<file path="src/rtl/gray_pkg.sv">
// Shared Gray-code helpers and constants for the counter and decoder.
// Helpers operate on zero-extended 32-bit words; callers truncate to their width.
package gray_pkg;

  localparam int GRAY_DEFAULT_WIDTH = 4;
  localparam int GRAY_MAX_WIDTH     = 32;

  typedef logic [GRAY_MAX_WIDTH-1:0] gray_word_t;

  function automatic gray_word_t bin2gray(input gray_word_t b);
    return b ^ (b >> 1);
  endfunction

  // Zero upper bits leave the prefix XOR untouched, so any narrower width works.
  function automatic gray_word_t gray2bin(input gray_word_t g);
    gray_word_t b;
    b = g;
    for (int i = GRAY_MAX_WIDTH - 2; i >= 0; i--) begin
      b[i] = b[i+1] ^ g[i];
    end
    return b;
  endfunction

endpackage

</file>
<file path="src/rtl/gray2bin_reg.sv">
// Registered Gray-to-binary decoder, one word per cycle, latency 1, never stalls.
// bin_dec holds its last value while gray_in_vld is low.
module gray2bin_reg
  import gray_pkg::*;
#(
  parameter int WIDTH = GRAY_DEFAULT_WIDTH
) (
  input  logic             clk,
  input  logic             rst,
  input  logic [WIDTH-1:0] gray_in,
  input  logic             gray_in_vld,
  output logic [WIDTH-1:0] bin_dec,
  output logic             bin_dec_vld
);

  logic [WIDTH-1:0] bin_dec_q, bin_dec_d;
  logic             bin_dec_vld_q, bin_dec_vld_d;

  always_comb begin
    bin_dec_d     = bin_dec_q;
    bin_dec_vld_d = gray_in_vld;
    if (gray_in_vld) begin
      bin_dec_d = WIDTH'(gray2bin(GRAY_MAX_WIDTH'(gray_in)));
    end
  end

  always_ff @(posedge clk) begin
    if (rst) begin
      bin_dec_q     <= '0;
      bin_dec_vld_q <= 1'b0;
    end else begin
      bin_dec_q     <= bin_dec_d;
      bin_dec_vld_q <= bin_dec_vld_d;
    end
  end

  assign bin_dec     = bin_dec_q;
  assign bin_dec_vld = bin_dec_vld_q;

endmodule

</file>
<file path="src/rtl/gray_counter.sv">
// Up/down binary+Gray counter with load, terminal count, wrap pulse and an independent decoder.
// Define GRAY_CNT_SAT_EN to saturate at the terminal count instead of wrapping.
module gray_counter
  import gray_pkg::*;
#(
  parameter int WIDTH = GRAY_DEFAULT_WIDTH
) (
  input  logic             clk,
  input  logic             rst,
  input  logic             en,
  input  logic             up_dn,
  input  logic             load,
  input  logic [WIDTH-1:0] load_val,
  output logic [WIDTH-1:0] bin_out,
  output logic [WIDTH-1:0] gray_out,
  output logic             tc,
  output logic             wrap,
  input  logic [WIDTH-1:0] gray_in,
  input  logic             gray_in_vld,
  output logic [WIDTH-1:0] bin_dec,
  output logic             bin_dec_vld
);

  localparam logic [WIDTH-1:0] ALL_ONES = '1;
  localparam logic [WIDTH-1:0] ONE      = WIDTH'(1);

  logic [WIDTH-1:0] bin_q, bin_d;
  logic [WIDTH-1:0] gray_q, gray_d;
  logic             wrap_q, wrap_d;

  // tc looks at the live direction so a direction change is honoured immediately.
  assign tc = up_dn ? (bin_q == ALL_ONES) : (bin_q == '0);

  always_comb begin
    bin_d  = bin_q;
    wrap_d = 1'b0;
    if (load) begin
      bin_d = load_val;
    end else if (en) begin
`ifdef GRAY_CNT_SAT_EN
      if (!tc) begin
        bin_d = up_dn ? (bin_q + ONE) : (bin_q - ONE);
      end
`else
      bin_d  = up_dn ? (bin_q + ONE) : (bin_q - ONE);
      wrap_d = tc;
`endif
    end
    gray_d = WIDTH'(bin2gray(GRAY_MAX_WIDTH'(bin_d)));
  end

  always_ff @(posedge clk) begin
    if (rst) begin
      bin_q  <= '0;
      gray_q <= '0;
      wrap_q <= 1'b0;
    end else begin
      bin_q  <= bin_d;
      gray_q <= gray_d;
      wrap_q <= wrap_d;
    end
  end

  assign bin_out  = bin_q;
  assign gray_out = gray_q;
  assign wrap     = wrap_q;

  gray2bin_reg #(
    .WIDTH (WIDTH)
  ) u_dec (
    .clk         (clk),
    .rst         (rst),
    .gray_in     (gray_in),
    .gray_in_vld (gray_in_vld),
    .bin_dec     (bin_dec),
    .bin_dec_vld (bin_dec_vld)
  );

endmodule

</file>
<file path="config.mk">
export PLATFORM = sky130hd
export DESIGN_NAME = gray_counter
export DESIGN_NICKNAME = d
export VERILOG_FILES = /design/src/rtl/gray_pkg.sv /design/src/rtl/gray2bin_reg.sv /design/src/rtl/gray_counter.sv
export SDC_FILE = /design/constraint.sdc
export NUM_CORES = 1
export LEC_CHECK = 0
export CAP_MARGIN = 0
export CORE_MARGIN = 5
export CORE_UTILIZATION = 35
export CTS_CLUSTER_DIAMETER = 150
export DETAILED_ROUTE_END_ITERATION = 12
export HOLD_SLACK_MARGIN = 0.06
export PLACE_DENSITY = 0.68
export SYNTH_ARGS = -nofsm -noshare
export SYNTH_HDL_FRONTEND = slang
export SYNTH_SLANG_ARGS = --single-unit
</file>
<file path="constraint.sdc">
create_clock -name clk -period 2.57 [get_ports clk]
set_input_delay 0.771 -clock clk [delete_from_list [all_inputs] [get_ports clk]]
set_output_delay 0.771 -clock clk [all_outputs]
set_load 0.05 [all_outputs]
</file>
==> results.sh <==
export IMPL_fin_area_um2=1080
export IMPL_hold_viol_final=0
export IMPL_synth_edff_count=0
export IMPL_fin_worst_skew_ns=0.00213
export IMPL_hp_start="u_dec.bin_dec[2]$_SDFFE_PP0P_"
export IMPL_placed_area_um2=1060
export IMPL_pin_count=29
export IMPL_syn_instance_count=73
export IMPL_cts_inserted_buffers=3
export IMPL_synth_cell_types=34
export IMPL_post_synth_top_area_fraction=0.377
export IMPL_finalWorstPathRequiredPeriod_ns=2.49
export IMPL_clk_pin_slew_ns=0.07
export IMPL_syn_avg_cell_area_um2=9.44
export IMPL_syn_nets=90
export IMPL_fill_cells=185
export IMPL_peakVddDrop_mv=0.487
export IMPL_reg2reg_from="bin_out[0]$_SDFF_PP0_"
export IMPL_slew_viol_final=0
export IMPL_die_w_um=54.4
export IMPL_crit_arrival_ns=1.72
export IMPL_fp_dieH_um=54.4
export IMPL_synth_fa_ha_area_frac=0.0653
export IMPL_drive_above_1_share=0.167
export IMPL_grt_total_usage=0.119
export IMPL_hold_path_class="reg -> reg"
export IMPL_final_nets=126
export IMPL_whs_endpoint="u_dec.bin_dec[2]$_SDFFE_PP0P_"
export IMPL_routed_wl_mm=1.52
export IMPL_io_buffers=28
export IMPL_rr_worst_depth=6
export IMPL_grt_max_degree=11
export IMPL_yosysSeqAreaShare=0.377
export IMPL_synth_top_area_cell="dfxtp_1"
export IMPL_post_cts_resized=4
export IMPL_finalPower_uw=598
export IMPL_drv_cap=0
export IMPL_wire_per_inst_um=11.3
export IMPL_core_area_um2=1920
export IMPL_fin_cells=135
export IMPL_synth_top_family_by_area="simple AND/OR/NAND/NOR gates"
export IMPL_start_kind="input pin"
export IMPL_async_reset_ff_frac=0
export IMPL_finalSetupViolations=0
export IMPL_dieArea_um2=2960
export IMPL_layout_worst_path_cycle_share=0.969
export IMPL_grt_pass1_wl_mm=2.51
export IMPL_reg2reg_slack_ns=0.75
export IMPL_slew_limit_headroom=0.665
export IMPL_dp_slack_ns=-0.323
export IMPL_rows=16
export IMPL_drtAntennaViolNets=0
export IMPL_gp_congestion=0.811
export IMPL_htreeDepth=1
export IMPL_reg2reg_to="gray_out[1]$_SDFF_PP0_"
export IMPL_first_pass_iters=4
export IMPL_cp_end_kind="output pin"
export IMPL_drtIter0Drc=8
export IMPL_dp_hpwl_mm=1.23
export IMPL_worstHoldPathCells=2
export IMPL_syn_to_final_growth_pct=56.3
export IMPL_synth_common_cells="dfxtp_1 (13), nor2_1 (10), mux2i_1 (5), xnor2_1 (5)"
export IMPL_synthSimpleGateAreaFrac=0.200
export IMPL_status="complete, no violations"
export IMPL_start_util=0.359
export IMPL_postCtsSetupRepairBufs=0
export IMPL_ys_ff_latch=13
export IMPL_rsz0062_at_grt="no"
export IMPL_timing_fmax_mhz=401
export IMPL_tightest_slew_ns=0.501
export IMPL_synth_most_common_cell="dfxtp_1"
export IMPL_grt_pass1_vias=626
export IMPL_synth_xor_area_frac=0.0762
export IMPL_via_per_inst=4.76
export IMPL_synthMuxAreaShare=0.0889
export IMPL_synth_area_um2=689
export IMPL_p_per_area_nw_per_um2=555
export IMPL_ys_flop_type="dfxtp_1"
export IMPL_ctsRootBufferMaster="clkbuf_4"
export IMPL_ys_top_cells_by_area="dfxtp_1 (38%), mux2i_1 (7.3%), xnor2_1 (6.4%), nor2_1 (5.4%), ha_1 (3.6%)"
export IMPL_required_ns=1.80
export IMPL_setup_tns_ns=0
export IMPL_dpl_cell_count=131
export IMPL_drc=0
export IMPL_cts_sinks=13
export IMPL_overflow=0
export IMPL_yosys_warnings=0
export IMPL_cts_hold_buf=0
export IMPL_tritoncts="yes"
export IMPL_ctsLongestPathBuffers=2
export IMPL_antenna_found_initial=0
export IMPL_synth_compound_area_share=0.136
export IMPL_clk_latency_ns=0.27
export IMPL_leakagePower_nw=0.461
export IMPL_crit_type="in -> out"
export IMPL_fin_ws_ns=0.0784
export IMPL_num_vias=642
export IMPL_diodes=0
export IMPL_path_max_fanout=3
[power by group]
part / internal (mW) / switching (mW)
registers: 0.220 / 0.0157
clock network: 0.0602 / 0.0602
logic: 0.108 / 0.134
[stage by stage]
step	util	hold WS, ns
6_report	0.561	0.485
5_1_grt	0.561	0.542
4_1_cts	0.561	0.486
3_5_place_dp	0.549	0.476
3_3_place_gp	0.549	0.474
2_1_floorplan	-	0.702
[critical path: stages]
cell     delay, ns
buf_2         0.11
or4_4         0.52
o21ai_4       0.17
buf_12        0.15
[per-layer routing]
| layer | up-vias | track usage | part of all wire |
|---|---|---|---|
| li1 | 326 | - | - |
| met1 | 300 | 0.132 | 0.42 |
| met2 | 14 | 0.197 | 0.53 |
| met3 | 2 | 0.0490 | 0.041 |
| met4 | 0 | 0.0498 | 0.012 |
| met5 | - | 0 | 0 |
[kinds of logic after synthesis]
kind of cell,after synthesis
buffers and inverters,8
and+or+nand+nor,24
xor gates and xnor gates,6
DFF,13
muxes,6
adders and majority gates,3
AOI/OAI and AO/OA,13
[worst max-delay path by stage]
stage / startpoint / end / slack (ns) / depth (start not counted)
floorplan: up_dn / tc / 0.13 / 2
global placement: up_dn / tc / -0.31 / 4
detailed placement: up_dn / tc / -0.32 / 4
CTS: up_dn / tc / 0.07 / 4
global route: up_dn / tc / 0.04 / 4
finish: up_dn / tc / 0.08 / 4
[registers in the layout (all words and copies together) (netlist names)]
register           flops
bin_out                4
u_dec.bin_dec          4
gray_out               3
u_dec.bin_dec_vld      1
wrap                   1
[cells in the final DEF (no fill, tap or decap), types with 2 or more instances in the layout]
cell,n
a21oi_1,2
xnor2_1,5
nand3_1,2
mux2i_1,5
inv_1,3
a211oi_1,3
nor2_1,10
clkbuf_4,3
ha_1,2
clkdlybuf4s50_1,26
buf_4,8
or3_1,2
dfxtp_1,13
[final cells by class]
type	instances	area, um^2	area share
clock buffer	4	26.3	0.0244
inverter	3	11.3	0.0105
multi-input combinational	52	400	0.372
sequential	13	260	0.242
tap	27	33.8	0.0314
timing repair buffer	36	345	0.321
(Power assumes the default switching activity.)
